<file path="src/rtl/ps2_game_pkg.sv">
// Shared scancodes, key-bitmap indices and parser state encoding for the
// PS/2 game input path, plus helpers that map and apply key events.
package ps2_game_pkg;

  localparam logic [7:0] SC_EXT  = 8'hE0;
  localparam logic [7:0] SC_BRK  = 8'hF0;
  localparam logic [7:0] SC_UP   = 8'h1D;
  localparam logic [7:0] SC_DN   = 8'h1B;
  localparam logic [7:0] SC_LF   = 8'h1C;
  localparam logic [7:0] SC_RT   = 8'h23;
  localparam logic [7:0] SC_FIRE = 8'h29;
  localparam logic [7:0] SC_STOP = 8'h15;
  localparam logic [7:0] SC_XUP  = 8'h75;
  localparam logic [7:0] SC_XDN  = 8'h72;
  localparam logic [7:0] SC_XLF  = 8'h6B;
  localparam logic [7:0] SC_XRT  = 8'h74;

  localparam int KEY_UP   = 0;
  localparam int KEY_DN   = 1;
  localparam int KEY_LF   = 2;
  localparam int KEY_RT   = 3;
  localparam int KEY_STOP = 4;
  localparam int KEY_FIRE = 5;

  localparam logic [5:0] DIR_MASK = 6'b001111;

  typedef enum logic [1:0] {
    IDLE    = 2'd0,
    EXT     = 2'd1,
    BRK     = 2'd2,
    EXT_BRK = 2'd3
  } parse_state_e;

  // Keypad codes without the E0 prefix deliberately map to nothing.
  function automatic logic [5:0] key_mask(input logic [7:0] code, input logic ext);
    logic [5:0] m;
    m = 6'b000000;
    if (ext) begin
      case (code)
        SC_XUP:  m[KEY_UP] = 1'b1;
        SC_XDN:  m[KEY_DN] = 1'b1;
        SC_XLF:  m[KEY_LF] = 1'b1;
        SC_XRT:  m[KEY_RT] = 1'b1;
        default: m = 6'b000000;
      endcase
    end else begin
      case (code)
        SC_UP:   m[KEY_UP]   = 1'b1;
        SC_DN:   m[KEY_DN]   = 1'b1;
        SC_LF:   m[KEY_LF]   = 1'b1;
        SC_RT:   m[KEY_RT]   = 1'b1;
        SC_FIRE: m[KEY_FIRE] = 1'b1;
        SC_STOP: m[KEY_STOP] = 1'b1;
        default: m = 6'b000000;
      endcase
    end
    return m;
  endfunction

  // A stop make also drops every held direction.
  function automatic logic [5:0] apply_make(input logic [5:0] held, input logic [5:0] mask);
    logic [5:0] r;
    if (mask[KEY_STOP]) begin
      r = (held & ~DIR_MASK) | mask;
    end else begin
      r = held | mask;
    end
    return r;
  endfunction

endpackage

</file>
<file path="src/rtl/ps2_key_tracker.sv">
// Prefix-aware PS/2 scancode parser maintaining the held-key bitmap
// {shoot, stop, right, left, down, up}.
module ps2_key_tracker
  import ps2_game_pkg::*;
(
  input  logic       CLOCK_50,
  input  logic       resetn,
  input  logic [7:0] ps2_key_data,
  input  logic       ps2_key_pressed,
  output logic [5:0] held_keys
);

  parse_state_e state_r;
  parse_state_e state_nxt_s;
  logic [5:0]   held_r;
  logic [5:0]   held_nxt_s;
  logic [5:0]   mask_s;

  // Next parser state and bitmap; only strobe cycles advance anything.
  always_comb begin
    state_nxt_s = state_r;
    held_nxt_s  = held_r;
    mask_s      = key_mask(ps2_key_data, (state_r == EXT) || (state_r == EXT_BRK));
    if (ps2_key_pressed) begin
      case (state_r)
        IDLE: begin
          if (ps2_key_data == SC_EXT) begin
            state_nxt_s = EXT;
          end else if (ps2_key_data == SC_BRK) begin
            state_nxt_s = BRK;
          end else begin
            held_nxt_s = apply_make(held_r, mask_s);
          end
        end
        EXT: begin
          if (ps2_key_data == SC_BRK) begin
            state_nxt_s = EXT_BRK;
          end else begin
            held_nxt_s  = apply_make(held_r, mask_s);
            state_nxt_s = IDLE;
          end
        end
        BRK, EXT_BRK: begin
          held_nxt_s  = held_r & ~mask_s;
          state_nxt_s = IDLE;
        end
        default: begin
          state_nxt_s = IDLE;
        end
      endcase
    end else begin
      state_nxt_s = state_r;
      held_nxt_s  = held_r;
    end
  end

  // Parser state and bitmap registers.
  always_ff @(posedge CLOCK_50) begin
    if (!resetn) begin
      state_r <= IDLE;
      held_r  <= 6'b000000;
    end else begin
      state_r <= state_nxt_s;
      held_r  <= held_nxt_s;
    end
  end

  assign held_keys = held_r;

endmodule

</file>
<file path="src/rtl/ps2_action_scheduler.sv">
// Turns held keys into rate-limited movement steps and shots, each offered
// to the game engine over a valid/ready handshake.
module ps2_action_scheduler
  import ps2_game_pkg::*;
#(
  parameter int MOVE_PERIOD  = 2500000,
  parameter int SHOOT_PERIOD = 12500000,
  parameter int CNT_W        = 24
) (
  input  logic       CLOCK_50,
  input  logic       resetn,
  input  logic [7:0] ps2_key_data,
  input  logic       ps2_key_pressed,
  output logic       move_valid,
  output logic [3:0] move_dir,
  input  logic       move_ready,
  output logic       shoot_valid,
  input  logic       shoot_ready,
  output logic [5:0] held_keys
);

  localparam logic [CNT_W-1:0] MOVE_LOAD  = CNT_W'(MOVE_PERIOD - 1);
  localparam logic [CNT_W-1:0] SHOOT_LOAD = CNT_W'(SHOOT_PERIOD - 1);
  localparam logic [CNT_W-1:0] CNT_ZERO   = {CNT_W{1'b0}};
  localparam logic [CNT_W-1:0] CNT_ONE    = {{(CNT_W-1){1'b0}}, 1'b1};

  logic [5:0]       held_s;
  logic [3:0]       eff_dir_s;
  logic             move_raise_s;
  logic             shoot_raise_s;
  logic             move_valid_r;
  logic [3:0]       move_dir_r;
  logic [CNT_W-1:0] move_cnt_r;
  logic             shoot_valid_r;
  logic [CNT_W-1:0] shoot_cnt_r;

  ps2_key_tracker u_tracker (
    .CLOCK_50        (CLOCK_50),
    .resetn          (resetn),
    .ps2_key_data    (ps2_key_data),
    .ps2_key_pressed (ps2_key_pressed),
    .held_keys       (held_s)
  );

  // Opposing directions cancel; a request is raised only from idle with an expired counter.
  always_comb begin
    eff_dir_s         = 4'b0000;
    eff_dir_s[KEY_UP] = held_s[KEY_UP] & ~held_s[KEY_DN];
    eff_dir_s[KEY_DN] = held_s[KEY_DN] & ~held_s[KEY_UP];
    eff_dir_s[KEY_LF] = held_s[KEY_LF] & ~held_s[KEY_RT];
    eff_dir_s[KEY_RT] = held_s[KEY_RT] & ~held_s[KEY_LF];
    move_raise_s      = ~move_valid_r & (eff_dir_s != 4'b0000) & (move_cnt_r == CNT_ZERO);
    shoot_raise_s     = ~shoot_valid_r & held_s[KEY_FIRE] & (shoot_cnt_r == CNT_ZERO);
  end

  // Movement request register and repeat interval counter.
  always_ff @(posedge CLOCK_50) begin
    if (!resetn) begin
      move_valid_r <= 1'b0;
      move_dir_r   <= 4'b0000;
      move_cnt_r   <= CNT_ZERO;
    end else if (move_raise_s) begin
      move_valid_r <= 1'b1;
      move_dir_r   <= eff_dir_s;
      move_cnt_r   <= MOVE_LOAD;
    end else begin
      if (move_valid_r && move_ready) begin
        move_valid_r <= 1'b0;
      end
      if (move_cnt_r != CNT_ZERO) begin
        move_cnt_r <= move_cnt_r - CNT_ONE;
      end
    end
  end

  // Shot request register and cooldown counter.
  always_ff @(posedge CLOCK_50) begin
    if (!resetn) begin
      shoot_valid_r <= 1'b0;
      shoot_cnt_r   <= CNT_ZERO;
    end else if (shoot_raise_s) begin
      shoot_valid_r <= 1'b1;
      shoot_cnt_r   <= SHOOT_LOAD;
    end else begin
      if (shoot_valid_r && shoot_ready) begin
        shoot_valid_r <= 1'b0;
      end
      if (shoot_cnt_r != CNT_ZERO) begin
        shoot_cnt_r <= shoot_cnt_r - CNT_ONE;
      end
    end
  end

  assign move_valid  = move_valid_r;
  assign move_dir    = move_dir_r;
  assign shoot_valid = shoot_valid_r;
  assign held_keys   = held_s;

endmodule

</file>
<file path="config.mk">
export PLATFORM = sky130hd
export DESIGN_NAME = ps2_action_scheduler
export DESIGN_NICKNAME = d
export VERILOG_FILES = /design/src/rtl/ps2_game_pkg.sv /design/src/rtl/ps2_key_tracker.sv /design/src/rtl/ps2_action_scheduler.sv
export SDC_FILE = /design/constraint.sdc
export NUM_CORES = 1
export LEC_CHECK = 0
export ABC_AREA = 1
export BUFFER_PORTS_ARGS = -buffer_cell sky130_fd_sc_hd__buf_2
export CAP_MARGIN = 20
export CORE_MARGIN = 5
export CORE_UTILIZATION = 30
export DETAILED_ROUTE_END_ITERATION = 8
export MAX_ROUTING_LAYER = met4
export RECOVER_POWER = 25
export REMOVE_ABC_BUFFERS = 1
export SLEW_MARGIN = 20
export SYNTH_ARGS = -nofsm -noshare
export SYNTH_HDL_FRONTEND = slang
export SYNTH_SLANG_ARGS = --single-unit
export TNS_END_PERCENT = 50
</file>
<file path="constraint.sdc">
create_clock -name CLOCK_50 -period 2.8 [get_ports CLOCK_50]
set_clock_uncertainty 0.05 [all_clocks]
set_input_delay 0.56 -clock CLOCK_50 [delete_from_list [all_inputs] [get_ports CLOCK_50]]
set_output_delay 0.56 -clock CLOCK_50 [all_outputs]
set_load 0.02 [all_outputs]
</file>
==> results of run 1 <==
==> area by class of cell <==
| class | instances | area share [%] |
|---|---|---|
| inverter | 56 | 4.85 |
| timing repair buffer | 26 | 2.74 |
| tap | 172 | 4.97 |
| clock inverter | 3 | 0.982 |
| sequential | 62 | 28.6 |
| clock buffer | 13 | 6.00 |
| multi-input combinational | 475 | 51.8 |
==> cells in the mapped netlist (3+ instances only) <==
library cell               instances  area (um^2)
sky130_fd_sc_hd__clkbuf_1          3         11.3
sky130_fd_sc_hd__nor2_1          128          480
sky130_fd_sc_hd__a21oi_1          30          150
sky130_fd_sc_hd__inv_1            53          199
sky130_fd_sc_hd__xnor2_1          14          123
sky130_fd_sc_hd__nor3_1           10         50.1
sky130_fd_sc_hd__buf_2             6         30.0
sky130_fd_sc_hd__ha_1              7         87.6
sky130_fd_sc_hd__nand4_1          10         62.6
sky130_fd_sc_hd__nand3b_1          6         45.0
sky130_fd_sc_hd__xor2_1            8         70.1
sky130_fd_sc_hd__nand3_2           4         40.0
sky130_fd_sc_hd__dfxtp_1          62         1240
sky130_fd_sc_hd__nor2_2            7         43.8
sky130_fd_sc_hd__nand2_2           4         25.0
sky130_fd_sc_hd__nor2_4            3         33.8
sky130_fd_sc_hd__nand2_1         182          683
sky130_fd_sc_hd__o21ai_0           6         30.0
sky130_fd_sc_hd__nand3_1          36          180
sky130_fd_sc_hd__a31oi_1           7         43.8
==> power by group through the flow <==
stage	logic [W]	clock network, W	registers [W]
detailed placement	0.00306	0	0.00147
finish	0.00308	0.00113	0.00146
floorplan	0.00254	0	0.00139
CTS	0.00308	0.00115	0.00146
global placement	0.00306	0	0.00147
global route	0.00355	0.00121	0.00150
==> state kept, by name, summed over array words and instances (netlist names), named ones only <==
| name | count |
|---|---|
| shoot_valid | 1 |
| shoot_cnt_r | 24 |
| move_cnt_r | 24 |
| u_tracker.state_r | 2 |
| u_tracker.held_keys | 5 |
| move_dir | 4 |
| move_valid | 1 |
==> routing by layer <==
metal	wire length (um)	share of wire (%)	vias up	global-route usage [%]
met5	0	0	-	-
met3	297	3.3	5	3.02
met1	4510	51	1634	17.3
li1	-	-	1969	-
met2	4040	45	46	20.4
met4	81	0.91	0	4.34
==> final timing paths <==
| kind | cells after the start | to | from | slack, ps |
|---|---|---|---|---|
| worst max-delay path | 6 | move_cnt_r[16] | u_tracker.held_keys[0] | 720 |
| worst min-delay path | 2 | move_dir[0] | move_dir[0] | 430 |
| worst max register to register | 6 | move_cnt_r[16] | u_tracker.held_keys[0] | 720 |
| worst min register to register | 2 | move_dir[0] | move_dir[0] | 430 |
==> cells by family after synthesis <==
kind of cell | share of synthesized area (%)
flip-flops | 33.0
XOR/XNOR | 5.12
AND/OR/NAND/NOR | 45.7
adder cells (fa/ha/maj) | 2.33
buffers and inverters | 6.99
AO/OA/AOI/OAI | 6.89
==> through the flow <==
stage	setup slack, ps	hold slack, ps	util (%)	total power (W)
CTS	678	428	35.0	0.00569
floorplan	908	416	-	0.00393
global placement	733	413	32.6	0.00453
detailed placement	686	424	32.6	0.00453
finish	718	434	34.8	0.00566
global route	446	458	34.8	0.00626
==> worst reg2reg max path, delay by kind of cell (launching register included) <==
kind / cells / cell delay (ps)
buffers and inverters: 1 / 60
adders and majority gates: 1 / 290
and+or+nand+nor: 3 / 820
AOI/OAI and AO/OA: 1 / 350
DFF: 1 / 390
==> results.ini, run 1 <==
[status]
run_status=complete, no violations

[cts]
post_cts_hold_buffer_count=0
worst_setup_hold_path_clk_slew_ps=50
cts_num_sinks=62
cts_repair_resize_count=0
htree_num_levels=3
tritoncts_clock_tree=built
root_buffer=sky130_fd_sc_hd__clkbuf_16
cts_buffer_depth=2
tritoncts.num_buffers=9
post_cts_setup_repair_bufs=0
worst_skew_pair.late_latency_ps=330

[timing]
slew_headroom_pct=56.7
rsz0062_at_grt=no
timing.final.crit_share_pct=74.3
fin_setup_tns_ps=0
finalWorstPathRequiredPeriod_ps=2080
finalHoldViolations=0
setup_viol_count_final=0
final_max_slew_viol_count=0
tightest_slew_ps=646
fmax_ghz=0.480

[route]
route.vias.total=3654
wirelength_um=8930
drc=0
wire_per_inst_um=11.1
drtPass1Iterations=4
final_antenna_net_count=0
vias_per_cell=4.53
count_of_routing_violations_after_the_opening_detailed_route_iteration=179

[worst_setup_path]
cp_data_required_time_ps=2950
cp_cell_sequence=inv_1 -> ha_1 -> a21oi_1 -> nand4_4 -> nand2_1 -> nor2_1
worstSetupEndpointType=flop
critical_path.startpoint_type=flop
critPathMaxStageDelay_ps=420
cp_num_buf_inv=1
timing_worst_setup_path_type=reg -> reg
timing.critical_path.max_delay_family=simple AND/OR/NAND/NOR gates
timing.critical_path.fanout_max=17
critPathArrivalTime_ps=2230
cpMaxStageDelayCell=sky130_fd_sc_hd__nand2_1

[global_routing]
grt-ovfl-total=0
antenna_found_initial=0
wire_length_of_the_first_global_routing_pass_um=15600
grtUsageTotal_pct=13.3
grt_pass1_vias=3356
grt_start_max_net_pins=23

[placement]
finalWeightedCongestion=0.872
io_buffer_count=24
dpl_cell_area_um2=4060
post-place-cells=791
sum_of_net_half_perimeters_after_detailed_placement_um=6620

[layout]
flow.area_growth_from_synthesis_pct=15.2
finish.instance_area_um2=4330
final_cell_mix=sky130_fd_sc_hd__nand2_1 (182), sky130_fd_sc_hd__nor2_1 (128), sky130_fd_sc_hd__dfxtp_1 (62), sky130_fd_sc_hd__inv_1 (54), sky130_fd_sc_hd__nand3_1 (37)
diodes_inserted=0
multi_input_comb_area_um2=2250
layout.area.seq_um2=1240
layout.cells.most_common=sky130_fd_sc_hd__nand2_1
finish.net_count=650
nFillCells=1369
share_of_post_route_cells_with_drive_strength_above_1_pct=7.40
layoutNonFillerInstCount=807

[floorplanning]
core_area_um2=12500
fp-row-count=41
die_w_um=122
i_o_pins=25
initial_utilization_pct=30.2
fp.dieH_um=122
dieArea_um2=14900

[power]
sw_frac_of_total_pct=46.9
p_int_w=0.00301
worst_ir_drop_vdd_mv=0.525
power_density_nw_per_um2=1310
clock_power_share_pct=20.0
p_seq_share_pct=25.7
leakagePower_nw=2.00
total_switching_power_w=0.00266
combPwrFrac_pct=54.3

[synth]
synth.avg_cell_area_um2=6.24
sequential_element_share_of_the_synthesized_area_pct=33.0
synth.yosys.warnings=0
yosys_register_bits=62
asyncSetResetFlopFracSynth_pct=0
syn_inst=603
yosysUniqueCellTypes=32
synth-edff-count=0
synth_area_um2=3760
ys_dominant_reg_cell=sky130_fd_sc_hd__dfxtp_1

[hold_path]
worstHoldPathType=reg -> reg

[run]
cap_viol_max_count=0

No activity file was read; power rests on OpenSTA's default activity.
==> run 2: changes to the inputs <==
--- a/config.mk
+++ b/config.mk
@@ -5,7 +5,7 @@
 export SDC_FILE = /design/constraint.sdc
 export NUM_CORES = 1
 export LEC_CHECK = 0
-export ABC_AREA = 1
+export ABC_AREA = 0
 export BUFFER_PORTS_ARGS = -buffer_cell sky130_fd_sc_hd__buf_2
 export CAP_MARGIN = 20
 export CORE_MARGIN = 5
==> constraint.sdc (replaced) <==
create_clock -name CLOCK_50 -period 2 [get_ports CLOCK_50]
set_clock_uncertainty 0.05 [all_clocks]
set_input_delay 0.4 -clock CLOCK_50 [delete_from_list [all_inputs] [get_ports CLOCK_50]]
set_output_delay 0.4 -clock CLOCK_50 [all_outputs]
set_load 0.02 [all_outputs]
==> run 2 against run 1 <==
  * The run now ends with negative setup slack left
  * Worst setup slack lost 740 ps
  * Global-route usage up 0.78 points
  * Non-clock buffer count grew 72
  * Maximum frequency rose by 3.2%
  * Cell area increased by 5.8%
  * Synthesized area down 10%
==> results.ini, run 2 <==
[route]
drc=0  ; unchanged
wirelength_um=8980  ; +0.50%
route.vias.total=3376  ; -7.6%
count_of_routing_violations_after_the_opening_detailed_route_iteration=149  ; -17%
final_antenna_net_count=0  ; unchanged
drtPass1Iterations=4  ; unchanged
wire_per_inst_um=14.1  ; +28%
vias_per_cell=5.32  ; +17%

[worst_setup_path]
cp_cell_sequence=inv_2 -> ha_4 -> or3b_4 -> or3_4 -> or4b_4 -> a21oi_2
critPathMaxStageDelay_ps=520  ; +100 ps
cp_data_required_time_ps=2210  ; -740 ps
critPathArrivalTime_ps=2230  ; about the same
rrSetupSlack_ps=-20  ; -740 ps
crit-reg2reg-launch=shoot_cnt_r[0]
timing.critical_path.max_delay_family=simple AND/OR/NAND/NOR gates
worstSetupStartpoint=shoot_cnt_r[0]
worstSetupEndpointType=flop
critical_path.startpoint_type=flop
timing.critical_path.fanout_max=3  ; -14
cp_num_buf_inv=1  ; unchanged
cpMaxStageDelayCell=sky130_fd_sc_hd__or4b_4
timing_worst_setup_path_type=reg -> reg

[synth]
synth_area_um2=3370  ; -10%
synth.avg_cell_area_um2=8.47  ; +36%
synth.top_cells.by_count=sky130_fd_sc_hd__dfxtp_1 (62), sky130_fd_sc_hd__nor2_1 (42), sky130_fd_sc_hd__a21oi_1 (29), sky130_fd_sc_hd__nand2_1 (25), sky130_fd_sc_hd__nor3_1 (20)
yosysTopAreaCellShare_pct=36.8  ; +3.8 points
compound_gate_fraction_of_synth_area_pct=20.7  ; +14 points
syn_inst=398  ; -34%
sequential_element_share_of_the_synthesized_area_pct=36.8  ; +3.8 points
netlist.top_cell.by_area=sky130_fd_sc_hd__dfxtp_1
yosysUniqueCellTypes=65  ; +100%
synth_top_family_by_area=simple AND/OR/NAND/NOR gates
synth_top_cells_by_area=sky130_fd_sc_hd__dfxtp_1 (37%), sky130_fd_sc_hd__nor2_1 (4.7%), sky130_fd_sc_hd__a21oi_1 (4.3%)
synth_most_common_cell=sky130_fd_sc_hd__dfxtp_1
synth.yosys.warnings=0  ; unchanged
ys_dominant_reg_cell=sky130_fd_sc_hd__dfxtp_1
synth-edff-count=0  ; unchanged
area_fraction_in_and_or_nand_and_nor_cells_after_synthesis_pct=31.5  ; -14 points
synth_adder_area_share_pct=2.60  ; +0.27 points
asyncSetResetFlopFracSynth_pct=0  ; unchanged
synth-xor-area-share_pct=3.12  ; -2.0 points
yosys_register_bits=62  ; unchanged
post_synth_mux_area_share_pct=0.891  ; +0.89 points

[floorplanning]
initial_utilization_pct=30.8  ; +0.65 points
fp.dieH_um=116  ; -4.9%
i_o_pins=25  ; unchanged
dieArea_um2=13500  ; -9.5%
core_area_um2=10900  ; -12%
fp-row-count=38  ; -7.3%
die_w_um=116  ; -4.9%

[timing]
layout_setup_ws_ps=-17.3  ; -736 ps
slew_headroom_pct=72.5  ; +16 points
whs_ps=295  ; -138 ps
fin_setup_tns_ps=-17.3  ; -17.3 ps
setup_viol_count_final=1  ; +1
timing.final.crit_share_pct=101  ; +27 points
finalHoldViolations=0  ; unchanged
finalWorstPathRequiredPeriod_ps=2020  ; -64.4 ps
tightest_slew_ps=402  ; -244 ps
final_max_slew_viol_count=0  ; unchanged
fmax_ghz=0.496  ; +3.2%
rsz0062_at_grt=yes

[layout]
nFillCells=1096  ; -20%
diodes_inserted=0  ; unchanged
finish.instance_area_um2=4580  ; +5.8%
layout.cells.most_common=sky130_fd_sc_hd__buf_4
final_cell_mix=sky130_fd_sc_hd__buf_4 (72), sky130_fd_sc_hd__dfxtp_1 (55), sky130_fd_sc_hd__nor2_1 (41), sky130_fd_sc_hd__nand2_1 (22), sky130_fd_sc_hd__a21oi_1 (22)
flow.area_growth_from_synthesis_pct=36.0
share_of_post_route_cells_with_drive_strength_above_1_pct=30.5  ; +23 points
finish.net_count=510  ; -22%

[power]
leakagePower_nw=1.73  ; -13%
power_density_nw_per_um2=1840  ; +41%
worst_ir_drop_vdd_mv=0.894  ; +70%

[run]
cap_viol_max_count=0  ; unchanged

[cts]
htree_num_levels=3  ; unchanged
tritoncts.num_buffers=9  ; unchanged
post_cts_hold_buffer_count=0  ; unchanged
cts_num_sinks=62  ; unchanged
worst_skew_pair.late_latency_ps=330  ; about the same
worst_setup_hold_path_clk_slew_ps=50  ; about the same
tritoncts_clock_tree=built
root_buffer=sky130_fd_sc_hd__clkbuf_16
cts_buffer_depth=2  ; unchanged

[placement]
io_buffer_count=24  ; unchanged
pre_cts_ws_ps=-43.0  ; -729 ps
dpl_cell_area_um2=4080  ; +0.52%
finalWeightedCongestion=0.875  ; +0.33%
sum_of_net_half_perimeters_after_detailed_placement_um=6520  ; -1.5%

[hold_path]
worstHoldStart=move_ready
worstHoldPathType=in -> reg

[global_routing]
grt_pass1_vias=3220  ; -4.1%
grtUsageTotal_pct=14.1  ; +0.78 points
antenna_found_initial=0  ; unchanged
grt-ovfl-total=0  ; unchanged
wire_length_of_the_first_global_routing_pass_um=14900  ; -4.3%
grt_start_max_net_pins=17  ; -26%

[status]
run_status=finished with violations
violations=negative setup slack

[run 2: changes by cell type after synthesis, moves of 8 or more]
cell	before	now
sky130_fd_sc_hd__a211oi_1	0	15
sky130_fd_sc_hd__a311oi_1	0	8
sky130_fd_sc_hd__clkbuf_1	3	11
sky130_fd_sc_hd__inv_1	53	14
sky130_fd_sc_hd__nand2_1	182	25
sky130_fd_sc_hd__nand3_1	36	7
sky130_fd_sc_hd__nor2_1	128	42
sky130_fd_sc_hd__nor3_1	10	20
sky130_fd_sc_hd__or3_1	0	9
sky130_fd_sc_hd__or4_1	0	10
[run 2: area by class of cell]
class                           count  area (um^2)  area share [%]
Timing Repair Buffer               98          668            14.6
Tap cell                          140          175            3.82
Multi-Input combinational cell    304         2120            46.2
Sequential cell                    62         1250            27.3
Clock inverter                      6         86.3            1.88
Inverter                           15         56.3            1.23
Clock buffer                       10          229            4.99
[run 2: final timing paths]
kind,end,cells past startpoint
max reg2reg,shoot_cnt_r[16],6
min,move_valid,3
max,shoot_cnt_r[16],6
min reg2reg,move_dir[2],2
[run 2: cell families (layout without fill, tap and decap cells)]
group	Yosys count	in the layout
buffers and inverters	32	129
AOI/OAI and AO/OA	103	103
DFF	62	62
muxes	3	3
adders and majority gates	7	7
and+or+nand+nor	179	179
xor gates and xnor gates	12	12
[run 2: power by group]
part / switching, W / leakage [nW] / internal (W) / total, W
logic: 0.00240 / 1.07 / 0.00234 / 0.00475
registers: 0.000418 / 0.508 / 0.00163 / 0.00205
clock network: 0.000547 / 0.152 / 0.00109 / 0.00163
total: 0.00337 / 1.73 / 0.00506 / 0.00843
[run 2: stage by stage]
stage,std cells,utilization (%),total power [W]
floorplan,381,-,0.00441
global placement,612,37.3,0.00616
detailed placement,612,37.3,0.00625
CTS,630,40.4,0.00796
global route,635,41.9,0.00903
finish,635,41.9,0.00843
[run 2: what timing repair did]
action	4_1_cts	5_1_grt
buffers inserted	2	5
endpoints found under the setup margin	6	43
gates resized for setup	3	42
pin swaps	1	19
[run 2: per-layer routing]
layer | part of all wire (%) | GRT usage, %
met5 | 0 | -
met1 | 47 | 17.9
met4 | 3.0 | 5.88
met2 | 47 | 21.5
met3 | 3.7 | 3.03
[run 2: worst register-to-register path: cells and delay by family, from the launching register on]
kind / cells / cell delay [ps]
buffers and inverters: 1 / 90
adder cells (fa/ha/maj): 1 / 140
AND/OR/NAND/NOR: 3 / 1230
AO/OA/AOI/OAI: 1 / 130
flip-flops: 1 / 320
==> run 3: changes to the inputs <==
--- a/config.mk
+++ b/config.mk
@@ -12,6 +12,7 @@
 export CORE_UTILIZATION = 30
 export DETAILED_ROUTE_END_ITERATION = 8
 export MAX_ROUTING_LAYER = met4
+export PLACE_DENSITY = 0.42
 export RECOVER_POWER = 25
 export REMOVE_ABC_BUFFERS = 1
 export SLEW_MARGIN = 20
==> run 3 against run 2 <==
  * The flow now finishes without violations
  * Final cell count is the same
  * Sequential power is essentially flat
  * Global-route usage grew 1.2 points
  * Critical path type unchanged
  * First-iteration DRC count grew 7.4%
  * Clock-buffer cell count is the same
  * Sequential share of layout area shrank 0.23 points
  * Register-to-register slack gained 50 ps
  * Wire length grew 6.0%
  * Via count shrank 2.4%
==> results.ini, run 3 (synthesis gave the netlist of run 2 again) <==
[placement]
sum_of_net_half_perimeters_after_detailed_placement_um=6770  ; +3.9%
finalWeightedCongestion=0.840  ; -3.9%
io_buffer_count=24  ; unchanged

[timing]
finalHoldViolations=0  ; unchanged
slew_headroom_pct=67.3  ; -5.1 points
timing.final.crit_share_pct=98.3  ; -2.5 points
tightest_slew_ps=489  ; +87.0 ps
final_max_slew_viol_count=0  ; unchanged
fmax_ghz=0.508  ; +2.6%
setup_viol_count_final=0  ; -1
rsz0062_at_grt=yes
fin_setup_tns_ps=0  ; +17.3 ps
finalWorstPathRequiredPeriod_ps=1970  ; -50.6 ps
whs_ps=275  ; -20.4 ps

[cts]
post_cts_hold_buffer_count=0  ; unchanged
cts_buffer_depth=2  ; unchanged
tritoncts_clock_tree=built
cts_num_sinks=62  ; unchanged
htree_num_levels=3  ; unchanged
worst_skew_pair.late_latency_ps=330  ; about the same
worst_setup_hold_path_clk_slew_ps=60  ; about the same
root_buffer=sky130_fd_sc_hd__clkbuf_16
tritoncts.num_buffers=9  ; unchanged

[hold_path]
worstHoldPathType=in -> reg

[layout]
share_of_post_route_cells_with_drive_strength_above_1_pct=30.1  ; -0.40 points
flow.area_growth_from_synthesis_pct=36.7
finish.net_count=510  ; unchanged
diodes_inserted=0  ; unchanged
nFillCells=1123  ; +2.5%
layout.cells.most_common=sky130_fd_sc_hd__buf_4
final_cell_mix=sky130_fd_sc_hd__buf_4 (71), sky130_fd_sc_hd__dfxtp_1 (56), sky130_fd_sc_hd__nor2_1 (41), sky130_fd_sc_hd__a21oi_1 (25), sky130_fd_sc_hd__nand2_1 (24)

[global_routing]
grt-ovfl-total=0  ; unchanged
grt_start_max_net_pins=26  ; +9
wire_length_of_the_first_global_routing_pass_um=15900  ; +6.7%
grt_pass1_vias=3225  ; +0.16%
antenna_found_initial=0  ; unchanged
grtUsageTotal_pct=15.3  ; +1.2 points

[floorplanning]
core_area_um2=10900  ; unchanged
i_o_pins=25  ; unchanged
initial_utilization_pct=30.8  ; unchanged
fp-row-count=38  ; unchanged
fp.dieH_um=116  ; unchanged
dieArea_um2=13500  ; unchanged
die_w_um=116  ; unchanged

[worst_setup_path]
critPathArrivalTime_ps=2180  ; -50 ps
worstSetupEndpointType=flop
cp_cell_sequence=inv_4 -> ha_4 -> or3b_4 -> or3_4 -> or4b_1 -> a21oi_1
timing.critical_path.fanout_max=4  ; +1
critPathMaxStageDelay_ps=460  ; -60 ps
cpMaxStageDelayCell=sky130_fd_sc_hd__or4b_1
critical_path.startpoint_type=flop
timing_worst_setup_path_type=reg -> reg
cp_data_required_time_ps=2210  ; about the same

[route]
final_antenna_net_count=0  ; unchanged
drc=0  ; unchanged
count_of_routing_violations_after_the_opening_detailed_route_iteration=160  ; +7.4%
wirelength_um=9520  ; +6.0%
route.vias.total=3295  ; -2.4%
drtPass1Iterations=4  ; unchanged
vias_per_cell=5.19  ; -2.4%
wire_per_inst_um=15.0  ; +6.0%

[power]
leakagePower_nw=1.74  ; +0.13%
power_density_nw_per_um2=1850  ; +0.65%
worst_ir_drop_vdd_mv=0.744  ; -17%

[run]
cap_viol_max_count=0  ; unchanged

[status]
run_status=complete, no violations

run 3: worst paths after layout:
path | slack, ps | end | startpoint | cells past startpoint
min reg2reg | 410 | move_dir[2] | move_dir[2] | 2
min | 280 | move_valid | move_ready | 3
max reg2reg | 30 | shoot_cnt_r[16] | shoot_cnt_r[0] | 6
max | 30 | shoot_cnt_r[16] | shoot_cnt_r[0] | 6
run 3: cell type report:
type / count / area, um^2 / area share (%)
clock buffers: 10 / 239 / 5.18
clock inverters: 6 / 85.1 / 1.85
inverters: 15 / 58.8 / 1.28
multi-input cells: 304 / 2130 / 46.2
flip-flops and latches: 62 / 1250 / 27.1
well taps: 140 / 175 / 3.80
repair buffers: 98 / 674 / 14.6
run 3: timing repair:
| item | in CTS | in global routing |
|---|---|---|
| pin swaps | 3 | 10 |
| setup endpoints to repair | 22 | 50 |
| endpoints found under the hold margin | 0 | 0 |
| setup buffers | 2 | 6 |
| resized for setup | 7 | 38 |
run 3: per-layer routing:
layer  wire length (um)  global-route usage [%]  up-vias
met4                171                    5.34        0
met2               4480                    23.7       33
met3                216                    3.45       11
met1               4650                    19.5     1565
met5                  0                       -        -
li1                   -                       -     1686
run 3: through the flow:
stage | total power [W] | instances | setup slack, ps | area (um^2) | utilization, %
finish | 0.00853 | 635 | 33.3 | 4610 | 42.2
global route | 0.00920 | 635 | -53.1 | 4610 | 42.2
CTS | 0.00815 | 630 | -0.359 | 4440 | 40.6
detailed placement | 0.00631 | 612 | -67.5 | 4090 | 37.4
global placement | 0.00630 | 612 | -38.8 | 4090 | 37.4
floorplan | 0.00441 | 381 | -112 | 3280 | -
run 3: worst max-delay path, delay by kind of cell (launching register included):
kind	cells	cell delay (ps)
simple gates	3	1170
flops	1	340
fa+ha+maj	1	130
compound gates	1	130
buf+inv	1	80
run 3: power by group:
part	leakage (nW)	switching [W]	internal [W]	total, W
registers	0.507	0.000421	0.00162	0.00204
clock network	0.154	0.000577	0.00112	0.00170
logic	1.07	0.00241	0.00238	0.00479
total	1.74	0.00341	0.00512	0.00853
